<file path="config.mk">
export PLATFORM = sky130hd
export DESIGN_NAME = vc_buffer_flat
export DESIGN_NICKNAME = d
export VERILOG_FILES = /design/src/rtl/vc_buffer_if.sv /design/src/rtl/vc_buffer.sv /design/src/flat_wrapper.sv
export SDC_FILE = /design/constraint.sdc
export NUM_CORES = 1
export LEC_CHECK = 0
export ABC_AREA = 1
export CAP_MARGIN = 20
export CORE_MARGIN = 3
export CORE_UTILIZATION = 55
export DETAILED_ROUTE_END_ITERATION = 7
export GPL_ROUTABILITY_DRIVEN = 0
export PLACE_DENSITY_LB_ADDON = 0.25
export SLEW_MARGIN = 25
export SYNTH_ARGS = -nofsm -noshare
export SYNTH_HDL_FRONTEND = slang
export SYNTH_SLANG_ARGS = --single-unit
</file>
<file path="constraint.sdc">
create_clock -name clock -period 6.05 [get_ports clock]
set_clock_uncertainty 0.1 [all_clocks]
set_input_delay 0.605 -clock clock [delete_from_list [all_inputs] [get_ports clock]]
set_output_delay 0.605 -clock clock [all_outputs]
set_load 0.01 [all_outputs]
</file>
<file path="src/rtl/vc_buffer_if.sv">
// Bus bundle between a router input port/allocator and one VC buffer.
// The slave side is the buffer. The master side is whatever feeds flits and
// consumes the head flit.
interface vc_buffer_if #(
  parameter int FLIT_W = 34
);
  logic [FLIT_W-1:0] flit;
  logic              load;
  logic              send;
  logic              next_router_credit;
  logic [FLIT_W-1:0] flit_buff;
  logic              valid;
  logic              credit;
  logic [4:0]        count;
  logic [3:0]        ds_count;
  logic              vc_free;
  logic              err;

  modport master (
    output flit, load, send, next_router_credit,
    input  flit_buff, valid, credit, count, ds_count, vc_free, err
  );

  modport slave (
    input  flit, load, send, next_router_credit,
    output flit_buff, valid, credit, count, ds_count, vc_free, err
  );
endinterface

</file>
<file path="src/rtl/vc_buffer.sv">
// Multi-flit virtual-channel buffer.
// - FIFO of DEPTH flits with head/tail packet framing.
// - Counts downstream credits.
// - Returns one upstream credit per dequeued flit after CREDIT_DELAY edges.
module vc_buffer #(
  parameter int FLIT_W       = 34,
  parameter int DEPTH        = 4,
  parameter int DS_CREDITS   = 4,
  parameter int CREDIT_DELAY = 2
) (
  input  logic       clock,
  input  logic       reset,
  vc_buffer_if.slave bus
);
  localparam int             PTR_W    = $clog2(DEPTH);
  localparam logic [PTR_W-1:0] PTR_LAST = PTR_W'(DEPTH - 1);
  localparam logic [4:0]     DEPTH_C  = 5'(DEPTH);
  localparam logic [3:0]     DS_MAX   = 4'(DS_CREDITS);

  typedef enum logic {IDLE, ACTIVE} state_t;

  state_t                  state, state_next;
  logic [FLIT_W-1:0]       mem [DEPTH];
  logic [PTR_W-1:0]        wr_ptr, rd_ptr;
  logic [4:0]              count;
  logic [3:0]              ds_count;
  logic [CREDIT_DELAY-1:0] delay_line;
  logic                    credit;
  logic                    err;
  logic                    valid, send_ok, load_ok, head, tail, frame_err, err_set;

  assign head    = bus.flit[FLIT_W-1];
  assign tail    = bus.flit[FLIT_W-2];
  assign valid   = (count != 5'd0) && (ds_count != 4'd0);
  assign send_ok = bus.send && valid;
  // A full FIFO still accepts a flit when a slot is freed on the same edge.
  assign load_ok = bus.load && ((count < DEPTH_C) || send_ok);
  assign err_set = frame_err
                 || (bus.load && !load_ok)
                 || (bus.next_router_credit && (ds_count == DS_MAX))
                 || (bus.send && !valid);

  // Framing state register.
  always_ff @(posedge clock or posedge reset) begin
    if (reset) state <= IDLE;
    else       state <= state_next;
  end

  // Framing next state. Only accepted loads move the FSM.
  // Protocol violations are flagged, but the flit is still stored.
  always_comb begin
    state_next = state;
    frame_err  = 1'b0;
    if (load_ok) begin
      case (state)
        IDLE: begin
          if (head && !tail) state_next = ACTIVE;
          if (!head)         frame_err  = 1'b1;
        end
        ACTIVE: begin
          if (tail) state_next = IDLE;
          if (head) frame_err  = 1'b1;
        end
        default: state_next = IDLE;
      endcase
    end
  end

  // Flit storage and write pointer.
  always_ff @(posedge clock or posedge reset) begin
    if (reset) begin
      for (int i = 0; i < DEPTH; i++) mem[i] <= '0;
      wr_ptr <= '0;
    end else if (load_ok) begin
      mem[wr_ptr] <= bus.flit;
      wr_ptr      <= (wr_ptr == PTR_LAST) ? '0 : wr_ptr + 1'b1;
    end
  end

  // Read pointer advances on every accepted dequeue.
  always_ff @(posedge clock or posedge reset) begin
    if (reset)        rd_ptr <= '0;
    else if (send_ok) rd_ptr <= (rd_ptr == PTR_LAST) ? '0 : rd_ptr + 1'b1;
  end

  // Occupancy count. A simultaneous load and send leaves it unchanged.
  always_ff @(posedge clock or posedge reset) begin
    if (reset) count <= '0;
    else begin
      case ({load_ok, send_ok})
        2'b10:   count <= count + 5'd1;
        2'b01:   count <= count - 5'd1;
        default: count <= count;
      endcase
    end
  end

  // Downstream credits. A spurious return at the maximum saturates.
  always_ff @(posedge clock or posedge reset) begin
    if (reset) ds_count <= DS_MAX;
    else begin
      case ({bus.next_router_credit, send_ok})
        2'b10:   ds_count <= (ds_count == DS_MAX) ? ds_count : ds_count + 4'd1;
        2'b01:   ds_count <= ds_count - 4'd1;
        default: ds_count <= ds_count;
      endcase
    end
  end

  // Credit delay line.
  // - A token enters on the dequeue edge.
  // - The output register makes the pulse visible CREDIT_DELAY edges later.
  always_ff @(posedge clock or posedge reset) begin
    if (reset) begin
      delay_line <= '0;
      credit     <= 1'b0;
    end else begin
      delay_line <= (delay_line << 1) | CREDIT_DELAY'(send_ok);
      credit     <= delay_line[CREDIT_DELAY-1];
    end
  end

  // Sticky error flag, cleared only by reset.
  always_ff @(posedge clock or posedge reset) begin
    if (reset)        err <= 1'b0;
    else if (err_set) err <= 1'b1;
  end

  assign bus.flit_buff = mem[rd_ptr];
  assign bus.valid     = valid;
  assign bus.credit    = credit;
  assign bus.count     = count;
  assign bus.ds_count  = ds_count;
  assign bus.vc_free   = (state == IDLE) && (count == 5'd0);
  assign bus.err       = err;
endmodule

</file>
<file path="src/flat_wrapper.sv">
// flat-port wrapper written by rule: the top's interface ports become plain ports
module vc_buffer_flat 
#(
  parameter int FLIT_W       = 34,
  parameter int DEPTH        = 4,
  parameter int DS_CREDITS   = 4,
  parameter int CREDIT_DELAY = 2
)
  (clock, reset, bus_flit, bus_load, bus_send, bus_next_router_credit, bus_flit_buff, bus_valid, bus_credit, bus_count, bus_ds_count, bus_vc_free, bus_err);
  vc_buffer_if #(.FLIT_W(FLIT_W)) bus_i ();
  input  logic clock;
  input  logic reset;
  input wire logic [$bits(bus_i.flit)-1:0] bus_flit;
  input wire logic [$bits(bus_i.load)-1:0] bus_load;
  input wire logic [$bits(bus_i.send)-1:0] bus_send;
  input wire logic [$bits(bus_i.next_router_credit)-1:0] bus_next_router_credit;
  output wire logic [$bits(bus_i.flit_buff)-1:0] bus_flit_buff;
  output wire logic [$bits(bus_i.valid)-1:0] bus_valid;
  output wire logic [$bits(bus_i.credit)-1:0] bus_credit;
  output wire logic [$bits(bus_i.count)-1:0] bus_count;
  output wire logic [$bits(bus_i.ds_count)-1:0] bus_ds_count;
  output wire logic [$bits(bus_i.vc_free)-1:0] bus_vc_free;
  output wire logic [$bits(bus_i.err)-1:0] bus_err;
  assign bus_i.flit = bus_flit;
  assign bus_i.load = bus_load;
  assign bus_i.send = bus_send;
  assign bus_i.next_router_credit = bus_next_router_credit;
  assign bus_flit_buff = bus_i.flit_buff;
  assign bus_valid = bus_i.valid;
  assign bus_credit = bus_i.credit;
  assign bus_count = bus_i.count;
  assign bus_ds_count = bus_i.ds_count;
  assign bus_vc_free = bus_i.vc_free;
  assign bus_err = bus_i.err;
  vc_buffer #(.FLIT_W(FLIT_W), .DEPTH(DEPTH), .DS_CREDITS(DS_CREDITS), .CREDIT_DELAY(CREDIT_DELAY)) u_core (.clock(clock), .reset(reset), .bus(bus_i));
endmodule
</file>
; ---- After elaboration in Yosys (flattened, before gate mapping)
; Cells that the tools add are included.
[op_classes]
order_cmp = 4
n_eq_ne = 8
muxes = 18
reduce_logical = 22
addsub = 6
n_bitwise = 4
[op_table]
columns = cell, count
row1 = $bwmux 136, 1
row2 = $mux 34, 3
row3 = $bmux 34 s2, 1
row4 = $demux 34 s2, 1
row5 = $pmux 5 s2, 1
row6 = $logic_and 1x1->1, 9
row7 = $eq 2x2->1 const B, 4
row8 = $pmux 4 s2, 1
row9 = $ge 3x3->1 const B, 2
row10 = $not 2->3, 2
row11 = $add 5x1->5 const B, 1
row12 = $logic_not 5->1, 1
row13 = $lt 5x3->1 const B, 1
row14 = $mux 1, 5
row15 = $reduce_bool 5->1, 1
row16 = $sub 5x1->5 const B, 1
row17 = $add 2x1->2 const B, 2
row18 = $add 4x1->4 const B, 1
row19 = $eq 2x1->1 const B, 2
row20 = $eq 4x3->1 const B, 1
row21 = $logic_or 1x1->1, 4
row22 = $mux 2, 2
row23 = $mux 4, 1
row24 = $pmux 1 s2, 2
row25 = 9 further kinds, 12
[word_totals]
input_bits = 39
regBits = 154
elab_cells = 74
out_inout_bits = 47

; ---- Longest topological paths before layout
[logic_depth]
ltp_word = 10
ltp_mapped = 16
depth_no_buf = 15

; ---- Worst setup path before layout
; Ideal clock, no wire load.
[synth_timing]
kind = register to register
startpoint = register u_core.count[3], in the netlist u_core.bus.count[3]
endpoint = register u_core.count[4], in the netlist u_core.bus.count[4]
t_arrival_ns = 2.311
t_required_ns = 5.833
period_less_slack_ns = 2.528
setup_time_ns = 0.117
n_path_buf = 1
path_slack_ns = 3.522
stages_incl_launch_ff = 17
cell_sequence = dfrtp_1 nor2_1 nand3_2 nand3_4 nand2_4 nand2_1 ha_1 clkbuf_1 xor2_1 ha_1 nor2_1 nor2_1 nand2_1 nand2_1 nand3_1 nand2_1 nand2_1
[synth_via]
elab_chain_cells = 7
word_cells_on_any_way = 12
cone_classes = add/sub: 2 / order compare: 1 / eq/ne: 2 / mux: 1 / reduce/logical: 6
[synth_lines]
columns = element, line_no
row1 = start: declaration, vc_buffer.sv:25  ; logic [4:0] count;
row2 = start signal: assignment, vc_buffer.sv:91  ; 2'b10: count <= count + 5'd1;
row3 = start signal: assignment, vc_buffer.sv:92  ; 2'b01: count <= count - 5'd1;
row4 = start signal: assignment, vc_buffer.sv:93  ; default: count <= count;
row5 = branches (longest 7 deep; another with $lt 5x3->1), n/a
; Parallel ways; which one is timed is not known.
; A chain may end at the register's enable or synchronous reset.

; ---- Worst setup path in the final report
[layout_timing]
startpoint = register u_core.rd_ptr[1]
endpoint = output bus_flit_buff[32]
[layout_via]
elab_chain_cells = 4
[layout_lines]
columns = element, line_no
row1 = start: declaration, vc_buffer.sv:24  ; logic [PTR_W-1:0] wr_ptr, rd_ptr;
row2 = start signal: assignment, vc_buffer.sv:83  ; else if (send_ok) rd_ptr <= (rd_ptr == PTR_LAST) ? '0 : rd_ptr + 1'b1;
row3 = $not 2->3 (implied by the code), vc_buffer.sv:129  ; assign bus.flit_buff = mem[rd_ptr];
row4 = $bmux 34 s2, vc_buffer.sv:129
row5 = $mux 34 (implied by the code) (2 in series), vc_buffer.sv:129
row6 = end: declaration, flat_wrapper.sv:17  ; output wire logic [$bits(bus_i.flit_buff)-1:0] bus_flit_buff;
; No other way between the ends. The select of a mux whose other input is x is not followed.

==> results.json <==
{
  "min_from": "u_core.delay_line[0]",
  "power_density_nw_per_um2": 599,
  "hpwl_um": 9360,
  "synthDistinctLibCells": 30,
  "p_comb_frac": 0.434,
  "cp.required_ns": 5.34,
  "cap_violations": 0,
  "period_needed_ns": 3.34,
  "drive_gt1_frac": 0.0699,
  "rows": 40,
  "synth_seq_cells": 154,
  "cts_sinks": 154,
  "layout.nets": 911,
  "cts_setup_buffers": 0,
  "cts_hold_buf": 0,
  "timing.final.crit_share": 0.553,
  "placed_cell_area_um2": 7840,
  "total_power_mw": 5.07,
  "dr_total_vias": 5773,
  "htreeDepth": 4,
  "dp_slack_ns": 2.96,
  "crit_path_end_kind": "output port",
  "grt_pass1_wl_um": 28000,
  "start_kind": "register",
  "grt_pass1_vias": 5775,
  "finalSetupViolCount": 0,
  "hold_ws_ns": 0.246,
  "p_leak_nw": 3.97,
  "post_cts_resized": 0,
  "synth.top_cell.area_share": 0.546,
  "die_h_um": 119,
  "hold_depth": 0,
  "die-area_um2": 14100,
  "antenna_found_initial": 0,
  "syn_area_um2": 7010,
  "yosysTopAreaCell": "dfrtp_1",
  "cts_buffer_depth": 2,
  "syn_to_final_growth_pct": 20.5,
  "wl_per_cell_um": 15.9,
  "drt_iter0_drc": 711,
  "r2r_cells": 15,
  "io_buffers": 85,
  "hold_end": "u_core.delay_line[1]",
  "synth_commonest_cells": "nand2_1, dfrtp_1, o21ai_0, nor2_1, inv_1",
  "design_area_um2": 8450,
  "setup_ws_ns": 2.71,
  "cp.arrival_ns": 2.64,
  "n_fill_cell": 1018,
  "core_area_um2": 12200,
  "routed_wl_um": 16500,
  "hold_class": "reg2reg",
  "ys_warn_count": 0,
  "start_util": 0.574,
  "syn_inst": 801,
  "p_sw_mw": 1.90,
  "syn_avg_cell_area_um2": 8.75,
  "cts_buffers": 17,
  "synth_edf_count": 0,
  "p_clk_frac": 0.216,
  "fin_setup_tns_ns": 0,
  "switching_share": 0.376,
  "syn_nets": 851,
  "worstPathMaxFanout": 35,
  "outcome": "finished, final reports clean",
  "cts_tree": "built",
  "antennaDiodeCount": 0,
  "detail-route-antenna-nets": 0,
  "r2r-end": "u_core.bus.count[4]",
  "power.internal_mw": 3.16,
  "rsz0062_at_grt": "false",
  "rr_startpoint": "u_core.bus.ds_count[2]",
  "viasPerCell": 5.55,
  "drv_slew": 0,
  "root_buffer": "clkbuf_16",
  "drc": 0,
  "grt_max_degree": 97,
  "first_pass_iters": 5,
  "vdd_drop_max_mv": 0.340,
  "grt.overflow.total": 0,
  "path_class": "reg2out",
  "grt_usage": 0.244,
  "synth.most_common_cell": "nand2_1",
  "reg2reg_slack_ns": 3.36,
  "yosys_most_used_dff": "dfrtp_1",
  "yosysSeqAreaShare": 0.550,
  "clk_latency_ns": 0.42,
  "hold_violations": 0,
  "p_seq_frac": 0.349,
  "ioPinCount": 86,
  "relSlewSlack": 0.287,
  "worst_pin_slew_ns": 1.06,
  "clk_pin_slew_ns": 0.06,
  "fp.dieW_um": 119,
  "max_freq_mhz": 299,
  "async_flop_share": 1.00,
  "synthTopCellsByArea": "dfrtp_1, o21ai_0, nand2_1"
}
-- how the worst max path moves through the flow --
stage	from	end	slack [ns]	cells after the start
2_1_floorplan	reset	u_core.bus.count[0]	1.20	1
3_3_place_gp	bus_send	u_core.bus.count[4]	3.08	14
3_5_place_dp	bus_send	u_core.bus.count[4]	2.96	14
4_1_cts	u_core.rd_ptr[1]	bus_flit_buff[1]	2.64	4
5_1_grt	u_core.rd_ptr[0]	bus_flit_buff[1]	2.54	4
6_report	u_core.rd_ptr[1]	bus_flit_buff[32]	2.71	4
-- sequential cells by signal, indices dropped and copies added (netlist names) --
name                 count
u_core.wr_ptr            2
u_core.bus.count         5
u_core.bus.credit        1
u_core.state             1
u_core.rd_ptr            2
u_core.bus.ds_count      4
u_core.mem             136
u_core.delay_line        2
u_core.bus.err           1
-- power by group through the flow --
| stage | clock network (mW) | logic [mW] | registers [mW] |
|---|---|---|---|
| final | 1.10 | 2.20 | 1.77 |
| after global routing | 1.16 | 2.46 | 1.82 |
| after CTS | 1.11 | 2.21 | 1.76 |
| after detailed placement | 0 | 2.18 | 1.77 |
| after global placement | 0 | 2.11 | 1.74 |
| after floorplan | 0 | 1.38 | 1.72 |
-- layer usage --
metal  GRT usage  part of all wire  vias to the layer above
li1            -                 -                     2769
met1       0.331              0.44                     2806
met2       0.398              0.49                      186
met3      0.0527             0.058                       12
met4      0.0760             0.011                        0
met5           0                 0                        -
-- worst max-delay path, stage by stage (launching register included) --
cell	delay [ns]
dfrtp_1	0.34
clkinv_1	0.82
o21ai_0	0.40
o22ai_1	0.15
clkdlybuf4s50_1	0.50
-- cell families (layout without fill, tap and decap cells) --
logic type	count (synthesis)	in the layout	synth area share
flops	154	154	0.550
compound gates	251	251	0.193
simple gates	273	273	0.157
xor+xnor	7	7	0.00874
buf+inv	105	177	0.0705
fa+ha+maj	11	11	0.0207
-- cells in the final DEF, fill, tap and decap left out, types with 5 or more instances in the layout --
master,Yosys,layout
nand2_1,174,174
o21ai_0,144,144
o22ai_1,35,35
ha_1,10,10
clkbuf_8,0,5
buf_4,0,6
nor2_1,81,81
clkbuf_16,0,17
nand3_1,7,7
o21ai_1,52,52
clkdlybuf4s50_1,0,85
dfrtp_1,153,152
inv_1,54,51
o21ai_2,12,12
a21oi_1,5,5
-- metrics by stage --
stage               utilization  instances
floorplan                     -        801
global placement          0.642       1010
finish                    0.692       1041
detailed placement        0.642       1010
CTS                       0.692       1041
global route              0.692       1041
-- area by class of cell --
cell class / instances / area [um2] / area share
clock buffers: 24 / 502 / 0.0594
clock inverters: 7 / 113 / 0.0133
inverters: 55 / 213 / 0.0252
multi-input cells: 542 / 2660 / 0.315
flip-flops and latches: 154 / 3860 / 0.456
well taps: 168 / 210 / 0.0249
repair buffers: 91 / 896 / 0.106
Note: power is estimated with default switching activity, not from simulation.
